$ cat config.mk
export PLATFORM = sky130hd
export DESIGN_NAME = travel_plan_seq
export DESIGN_NICKNAME = d
export VERILOG_FILES = /design/src/rtl/maze_pkg.sv /design/src/rtl/travel_plan_seq_run_len_cnt.sv /design/src/rtl/travel_plan_seq.sv
export SDC_FILE = /design/constraint.sdc
export NUM_CORES = 1
export LEC_CHECK = 0
export ABC_AREA = 1
export BUFFER_PORTS_ARGS = -buffer_cell sky130_fd_sc_hd__buf_2
export CORE_UTILIZATION = 40
export DETAILED_ROUTE_END_ITERATION = 8
export PLACE_DENSITY = 0.67
export SETUP_SLACK_MARGIN = 0.5
export SYNTH_ARGS = -nofsm -noshare
export SYNTH_HDL_FRONTEND = slang
export SYNTH_HIERARCHICAL = 1
export SYNTH_SLANG_ARGS = --single-unit
$ cat constraint.sdc
create_clock -name clk -period 2.13 [get_ports clk]
set_input_delay 0.3195 -clock clk [delete_from_list [all_inputs] [get_ports clk]]
set_output_delay 0.3195 -clock clk [all_outputs]
set_load 0.02 [all_outputs]
$ cat src/rtl/maze_pkg.sv
// Shared types and constants for the MazeRunner travel-plan path.
// Maneuver codes, sequencer states and the heading-delta helper live here.
package maze_pkg;

  localparam int CNT_W        = 16;
  localparam int HDG_W        = 13;
  localparam int PLAN_LEN     = 8;
  localparam int DEF_VEER_ANG = 350;
  localparam int DEF_TURN_ANG = 1800;

  typedef enum logic [1:0] {
    STOP   = 2'b00,
    VEER_R = 2'b01,
    VEER_L = 2'b10,
    TURN   = 2'b11
  } maneuver_t;

  typedef enum logic [1:0] {
    S_IDLE   = 2'd0,
    S_FOLLOW = 2'd1,
    S_REACQ  = 2'd2,
    S_HALT   = 2'd3
  } seq_state_t;

  // A turn-around swings the same way as the most recent veer.
  function automatic logic signed [HDG_W-1:0] hdg_delta(
    input maneuver_t               m,
    input logic                    last_left,
    input logic signed [HDG_W-1:0] veer,
    input logic signed [HDG_W-1:0] turn
  );
    logic signed [HDG_W-1:0] d;
    d = '0;
    case (m)
      VEER_R:  d = veer;
      VEER_L:  d = -veer;
      TURN:    d = last_left ? -turn : turn;
      default: d = '0;
    endcase
    return d;
  endfunction

endpackage

$ cat src/rtl/travel_plan_seq_run_len_cnt.sv
// Saturating run-length counter: counts while count_en is high, zeroes when it drops.
// hold freezes the value; clr wins over everything.
module run_len_cnt #(
  parameter int W = 16
) (
  input  logic         clk,
  input  logic         rst,
  input  logic         clr,
  input  logic         hold,
  input  logic         count_en,
  output logic [W-1:0] cnt
);

  logic [W-1:0] cnt_q, cnt_d;

  always_comb begin
    cnt_d = cnt_q;
    if (clr)           cnt_d = '0;
    else if (hold)     cnt_d = cnt_q;
    else if (count_en) cnt_d = (&cnt_q) ? cnt_q : cnt_q + 1'b1;
    else               cnt_d = '0;
  end

  always_ff @(posedge clk) begin
    if (rst) cnt_q <= '0;
    else     cnt_q <= cnt_d;
  end

  assign cnt = cnt_q;

endmodule

$ cat src/rtl/travel_plan_seq.sv
// Travel-plan sequencer: applies one 2-bit maneuver per qualified line gap
// and gates motion/buzzer on bumper obstruction.
module travel_plan_seq
  import maze_pkg::*;
#(
  parameter int GAP_CLKS   = 4096,
  parameter int REACQ_CLKS = 4096,
  parameter int VEER_ANG   = DEF_VEER_ANG,
  parameter int TURN_ANG   = DEF_TURN_ANG
) (
  input  logic                    clk,
  input  logic                    rst,
  input  logic [15:0]             cmd,
  input  logic                    cmd_rdy,
  output logic                    clr_cmd_rdy,
  input  logic                    line_present,
  input  logic                    BMPL_n,
  input  logic                    BMPR_n,
  output logic signed [HDG_W-1:0] dsrd_hdg,
  output logic                    go,
  output logic                    buzz_en,
  output logic                    plan_done
);

  localparam logic [CNT_W-1:0]        GAP_TH   = CNT_W'(GAP_CLKS);
  localparam logic [CNT_W-1:0]        REACQ_TH = CNT_W'(REACQ_CLKS);
  localparam logic signed [HDG_W-1:0] VEER_D   = HDG_W'(VEER_ANG);
  localparam logic signed [HDG_W-1:0] TURN_D   = HDG_W'(TURN_ANG);

  seq_state_t state_q, state_d;
  logic [15:0] cmd_q, cmd_d, plan_q, plan_d;
  logic cmd_rdy_q, cmd_rdy_d, rdy_prev_q, rdy_prev_d, bmp_q, bmp_d;
  logic [3:0] idx_q, idx_d;
  logic last_left_q, last_left_d;
  logic signed [HDG_W-1:0] hdg_q, hdg_d;
  logic go_q, go_d, buzz_q, buzz_d, done_q, done_d, clr_q, clr_d;
  logic [CNT_W-1:0] gap_cnt, rq_cnt;
  logic cmd_new, obst, gap_fire, reacq_fire, active_d;
  maneuver_t cur_man;

  // The plan level stays high until the ack round-trips, so act on its rising edge only.
  assign cmd_new    = cmd_rdy_q & ~rdy_prev_q;
  assign obst       = bmp_q & ((state_q == S_FOLLOW) || (state_q == S_REACQ));
  assign cur_man    = maneuver_t'(plan_q[1:0]);
  assign gap_fire   = (state_q == S_FOLLOW) && (gap_cnt >= GAP_TH) && !obst && !cmd_new;
  assign reacq_fire = (state_q == S_REACQ) && (rq_cnt >= REACQ_TH) && !obst && !cmd_new;

  run_len_cnt #(.W(CNT_W)) u_gap_cnt (
    .clk      (clk),
    .rst      (rst),
    .clr      (cmd_new | gap_fire),
    .hold     (obst),
    .count_en ((state_q == S_FOLLOW) && !line_present),
    .cnt      (gap_cnt)
  );

  run_len_cnt #(.W(CNT_W)) u_reacq_cnt (
    .clk      (clk),
    .rst      (rst),
    .clr      (cmd_new | reacq_fire),
    .hold     (obst),
    .count_en ((state_q == S_REACQ) && line_present),
    .cnt      (rq_cnt)
  );

  always_ff @(posedge clk) begin
    if (rst) state_q <= S_IDLE;
    else     state_q <= state_d;
  end

  always_comb begin
    state_d = state_q;
    case (state_q)
      S_IDLE, S_HALT: if (cmd_new) state_d = S_FOLLOW;
      S_FOLLOW: begin
        if (cmd_new)       state_d = S_FOLLOW;
        else if (gap_fire) state_d = (cur_man == STOP) ? S_HALT : S_REACQ;
      end
      S_REACQ: begin
        if (cmd_new)         state_d = S_FOLLOW;
        else if (reacq_fire) state_d = (idx_q == 4'(PLAN_LEN)) ? S_HALT : S_FOLLOW;
      end
      default: state_d = S_IDLE;
    endcase
  end

  always_comb begin
    cmd_d       = cmd;
    cmd_rdy_d   = cmd_rdy;
    rdy_prev_d  = cmd_rdy_q;
    bmp_d       = ~BMPL_n | ~BMPR_n;
    plan_d      = plan_q;
    idx_d       = idx_q;
    hdg_d       = hdg_q;
    last_left_d = last_left_q;
    if (cmd_new) begin
      plan_d = cmd_q;
      idx_d  = '0;
    end else if (gap_fire && (cur_man != STOP)) begin
      plan_d = plan_q >> 2;
      idx_d  = idx_q + 4'd1;
      hdg_d  = hdg_q + hdg_delta(cur_man, last_left_q, VEER_D, TURN_D);
      if (cur_man == VEER_R) last_left_d = 1'b0;
      if (cur_man == VEER_L) last_left_d = 1'b1;
    end
  end

  always_comb begin
    active_d = (state_d == S_FOLLOW) || (state_d == S_REACQ);
    go_d     = active_d && !bmp_q;
    buzz_d   = active_d && bmp_q;
    done_d   = (state_d == S_HALT);
    clr_d    = cmd_new;
  end

  always_ff @(posedge clk) begin
    if (rst) begin
      cmd_q <= '0; cmd_rdy_q <= 1'b0; rdy_prev_q <= 1'b0; bmp_q <= 1'b0;
      plan_q <= '0; idx_q <= '0; hdg_q <= '0; last_left_q <= 1'b0;
      go_q <= 1'b0; buzz_q <= 1'b0; done_q <= 1'b0; clr_q <= 1'b0;
    end else begin
      cmd_q <= cmd_d; cmd_rdy_q <= cmd_rdy_d; rdy_prev_q <= rdy_prev_d; bmp_q <= bmp_d;
      plan_q <= plan_d; idx_q <= idx_d; hdg_q <= hdg_d; last_left_q <= last_left_d;
      go_q <= go_d; buzz_q <= buzz_d; done_q <= done_d; clr_q <= clr_d;
    end
  end

  assign dsrd_hdg    = hdg_q;
  assign go          = go_q;
  assign buzz_en     = buzz_q;
  assign plan_done   = done_q;
  assign clr_cmd_rdy = clr_q;

endmodule
==> After elaboration in Yosys (flattened, before gate mapping) <==
Cells that the tools add are included.
{ "classes": {"addsub": 4, "n_mul": 0, "div": 0, "magnitude_cmp": 2, "eq_ne": 12, "shifts": 0, "mux": 20, "bitwise_logic": 10, "reduce_logical": 32} }
{ "ops": {"columns": ["cell", "count"], "rows": [
  ["16-bit two-way mux", 6],
  ["13-bit two-way mux", 3],
  ["13-bit one-hot mux with 3 select lines", 1],
  ["16-bit by 1-bit adder with 16-bit output, second input constant", 2],
  ["16-bit by 13-bit >= comparator with 1-bit output, second input constant", 2],
  ["16-bit AND reduction", 2],
  ["13-bit adder", 1],
  ["2-bit equality test, second input constant", 6],
  ["2-bit two-way mux", 6],
  ["1-bit logical AND", 11],
  ["2-bit OR reduction", 4],
  ["2-bit by 1-bit equality test with 1-bit output, second input constant", 3],
  ["2-bit one-hot mux with 3 select lines", 1],
  ["2-bit AND reduction", 3],
  ["2-bit nonzero test", 3],
  ["1-bit inverter", 5],
  ["4-bit by 1-bit adder with 4-bit output, second input constant", 1],
  ["4-bit equality test, second input constant", 1],
  ["1-bit zero test", 4],
  ["2-bit zero test", 2],
  ["2-bit != test, second input constant", 2],
  ["1-bit two-way mux", 3],
  ["1-bit bitwise OR", 3],
  ["3-bit AND reduction", 1],
  ["other kinds (2)", 4]
]} }
{ "totals": {"reg_bits": 91, "latchBits": 0, "ram_bits": 0, "rom_bits": 0, "in_bits": 22, "elab_cells": 95, "mem_count": 0} }

==> Longest topological paths before layout <==
{ "depth": {"word_depth": 12, "ltp_mapped": 14, "ltp_nobuf": 14} }

==> By module <==
Netlist, hierarchy kept.
{ "modules_own_cells": {"columns": ["module", "instances", "cells_per_inst", "area_each_um2", "seq_area_each_um2"], "rows": [
  ["travel_plan_seq", 1, 390, 2946.6, 1161.1],
  ["run_len_cnt", 2, 178, 1059.8, 320.3]
]} }

==> Least setup slack after synthesis <==
No wires, ideal clock.
{ "synth_path": {"path_type": "flip-flop to flip-flop", "start": "register plan_q[0]", "end": "register hdg_q[9] (netlist: dsrd_hdg[9])", "setup_time_ns": 0.109, "t_arrival_ns": 1.973, "t_required_ns": 2.021, "setup_slack_ns": 0.048, "stages_incl_launch_ff": 13, "cell_sequence": "dfxtp_1 > inv_1 > ha_1 > ha_1 > fa_1 > nand3_1 > nand2_1 > nand2_1 > nand2_1 > a21oi_1 > o21ai_0 > nand2_1 > inv_1"} }
{ "synth_between": {"elab_chain_len": 5, "word_cells_on_any_way": 10} }
{ "synth_rtl": {"columns": ["element", "line_no", "rtl"], "rows": [
  ["from (decl)", "travel_plan_seq.sv:31", "logic [15:0] cmd_q, cmd_d, plan_q, plan_d;"],
  ["from (signal assigned)", "travel_plan_seq.sv:123", "plan_q <= plan_d; idx_q <= idx_d; hdg_q <= hdg_d; last_left_q <= last_left_d;"],
  ["2-bit equality test / 2-bit by 1-bit equality test with 1-bit output (equally long branches)", "maze_pkg.sv:34", "case (m)"],
  ["13-bit one-hot mux with 3 select lines", "maze_pkg.sv:34", null],
  ["13-bit two-way mux", "travel_plan_seq.sv:99", "end else if (gap_fire && (cur_man != STOP)) begin"],
  ["13-bit two-way mux", "travel_plan_seq.sv:96", "if (cmd_new) begin"],
  ["13-bit adder", "travel_plan_seq.sv:102", "hdg_d = hdg_q + hdg_delta(cur_man, last_left_q, VEER_D, TURN_D);"],
  ["to (signal assigned)", "travel_plan_seq.sv:123", null],
  ["to (decl)", "travel_plan_seq.sv:35", "logic signed [HDG_W-1:0] hdg_q, hdg_d;"]
]} }
Several ways; a longest one is shown, not always the timed one. The select of a mux whose other input is x is not followed.
A chain may end at the register's enable or synchronous reset.

==> Final worst setup path <==
{ "layout_path": {"start": "register plan_q[0]", "end": "register hdg_q[12] (netlist: dsrd_hdg[12])"} }
The elaborated chain is that of the path after synthesis.

==> run metrics <==
Overflow after GRT=0; DRT Pass-1 Iters=5; Nets=882; RSZ-0062 raised after global routing=true; Setup crit start kind=flip-flop; share of the clock period used by the worst path after layout=96.9%; crit path from=plan_q[0]; mux cell area share after synthesis=0%; total power=3780 µW; dominant cells by area after synthesis=dfxtp_1, nand2_1, inv_1; reg2reg setup slack=70 ps; Mapped Cells=746; Max stage delay on crit path=420 ps; port buffer count=37; ant diodes=0; Ys Warns=6; crit end category=flip-flop; clk sinks=90; FF-to-FF Start=plan_q[0]; P&R area growth vs syn=40.5%; largest net degree at the start of global routing=29; Mapped Nets=792; Worst EP required=2410 ps; initial core utilization=41.7%; mean post-synth cell area=6.79 µm²; post-synth top area share=35.6%; number of global-route vias before repair=4606; FMAX=0.485 GHz; maximum vdd drop=0.000493 V; Total Wirelength=14.3 mm; total number of vias=5056; Post-synth EDFFs=0; CTS buffer count=9; Setup crit end=dsrd_hdg[12]; cts-stage hold buffer count=0; max_slew headroom=63.8%; Clock transition at path regs=70 ps; max_cap viols=0; height of the die=115 µm; Worst Skew=6.80 ps; Leakage=0.00302 µW; critical path type=flip-flop to flip-flop; I/O pins=39; CTS tree=built; fin util=58.5%; Post-synth top flop=dfxtp_1; area of the die=13100 µm²; Rows=40; largest family of logic cells by synthesized area=simple AND/OR/NAND/NOR gates; DRC violations left=0; post-synth top area cell=dfxtp_1; Highest Signal Layer=met4; Period minus WS final=2060 ps; Iter 0 DRT Violations=224; Crit path top cell by count=nand2_1; #FFs+latches synth=90; Synth Area in Compound Gates=13.4%; clk_lat worst skew=350 ps; XOR/XNOR Fraction of Synth Area=0.692%; met3 wire length=470 µm; met2 WL=7.19 mm; Clock H-tree levels=3; CP arrival=2340 ps; DP HPWL=7.72 mm; pwr/cell area=531 nW/µm²; Post-Synth Adder-Cell Area=6.08%; outcome=completed; reg2reg end=dsrd_hdg[12]; fin worst setup slack=66.7 ps; antenna-violating nets left=0; root cell of the clock tree=clkbuf_16; final setup TNS=0 ps; worst hold-check path type=input port to flip-flop; first-pass GRT wire length=21.3 mm; core area=12200 µm²; synthesized area=5070 µm²; share of cells above drive strength 1=33.2%; asr flop ratio synth=0%; GRT Resource Usage Total=20.3%; initial antenna violation count=0; wire length per cell=14.2 µm; Cell Chain, Critical Path=ha_4, nand3_4, nand2_8, ha_4, nand2_1, nand2_2, nand2_2, nand2_4, a21oi_2, nand3_1, nand2_1, nand2_1, a21oi_2; number of cells on the worst reg-to-reg path=13; met1 WL=6.25 mm; GP Congestion=0.856; fillers=1066; fin. max-slew vios=0; Worst-Margin Slew=543 ps; Setup-failing EPs final=0; Hold Vio Cnt, Final=0; Synth Area in Simple Gates=33.1%; slowest CP cell=dfxtp_4; die width=115 µm; Avg Vias per Cell=5.02; crit path max fanout=5; Synth cell types=34; hold path start=BMPR_n; sequential area share after synthesis=35.6%; Place WS=65.1 ps; Max clock buf depth=2
[metal layers]
metal	track usage [%]	vias up
li1	-	2582
met1	25.4	2323
met2	34.0	118
met3	3.02	33
met4	9.87	0
met5	0	-
[per-stage QoR]
step / cells / cell area, µm² / hold slack, ps
6_report: 1008 / 7120 / 134
5_1_grt: 1008 / 7120 / 135
4_1_cts: 988 / 6440 / 126
2_1_floorplan: 746 / 5170 / 398
3_5_place_dp: 942 / 5520 / 413
3_3_place_gp: 942 / 5520 / 408
[repair_timing]
item,4_1_cts,5_1_grt
setup buffers,28,18
resized for setup,86,125
setup endpoints to repair,62,66
gates cloned,3,2
pin swaps,45,71
[state kept, by name, summed over array words and instances, names as in the netlist]
name and flops:
state_q 2, idx_q 4, go 1, clr_cmd_rdy 1, cmd_q 16, plan_q 16, plan_done 1, u_gap_cnt/cnt 16
rdy_prev_q 1, buzz_en 1, bmp_q 1, dsrd_hdg 12, last_left_q 1, cmd_rdy_q 1, u_reacq_cnt/cnt 16
[cells in the mapped netlist, types with 4 or more instances]
cell type    n
a21oi_1     59
a22oi_1     13
a31oi_1      4
buf_2        5
buf_6        5
clkbuf_1     8
dfxtp_1     90
ha_1        23
inv_1      109
nand2_1    183
nand3_1     58
nand3b_1     5
nand4_1     11
nor2_1      89
nor2_2       5
nor2_4       4
nor3_1      14
o21a_1       5
o21ai_0     23
o21ai_1      4
o21bai_1     8
xnor2_1      4
[layout make-up]
type	instances	area [µm²]	area share, %
multi-input cells	524	3510	49.3
clock inverters	5	41.3	0.580
well taps	168	210	2.95
repair buffers	100	856	12.0
flip-flops and latches	90	1810	25.5
inverters	111	454	6.38
clock buffers	10	229	3.22
[kinds of logic (layout without fill, tap and decap cells)]
family / count (synthesis) / count (layout)
buffers and inverters: 132 / 226
AO/OA/AOI/OAI: 119 / 119
AND/OR/NAND/NOR: 376 / 376
adder cells (fa/ha/maj): 24 / 24
other: 1 / 1
XOR/XNOR: 4 / 4
flip-flops: 90 / 90
[where the power goes]
part	leakage [µW]	switching [µW]	internal (µW)	total, µW
logic	0.00216	296	220	516
clock network	0.000125	704	793	1500
registers	0.000736	38.0	1730	1770
[placed cells by master, fill, tap and decap left out, types with 11 or more instances in the layout]
cell type	n
nand2_2	22
buf_6	14
nand2_4	16
dfxtp_1	84
inv_1	94
nor2_4	14
nand2_1	144
nand3_1	44
buf_2	38
a21oi_1	39
a21oi_2	18
ha_4	16
buf_4	37
nor2_1	77
nand4_1	11
nand3_2	11
o21ai_0	13
[critical path: cells and delay by family (launching register included)]
kind	cells	cell delay, ps
compound gates	2	300
fa+ha+maj	2	440
flops	1	420
simple gates	9	830
[how the worst min path moves through the flow]
stage | endpoint | slack (ps) | depth (start not counted)
after CTS | bmp_q | 130 | 2
after global routing | bmp_q | 140 | 2
after global placement | go | 410 | 1
after detailed placement | go | 410 | 1
final | bmp_q | 130 | 2
after floorplan | go | 400 | 1
(Power assumes the default switching activity.)
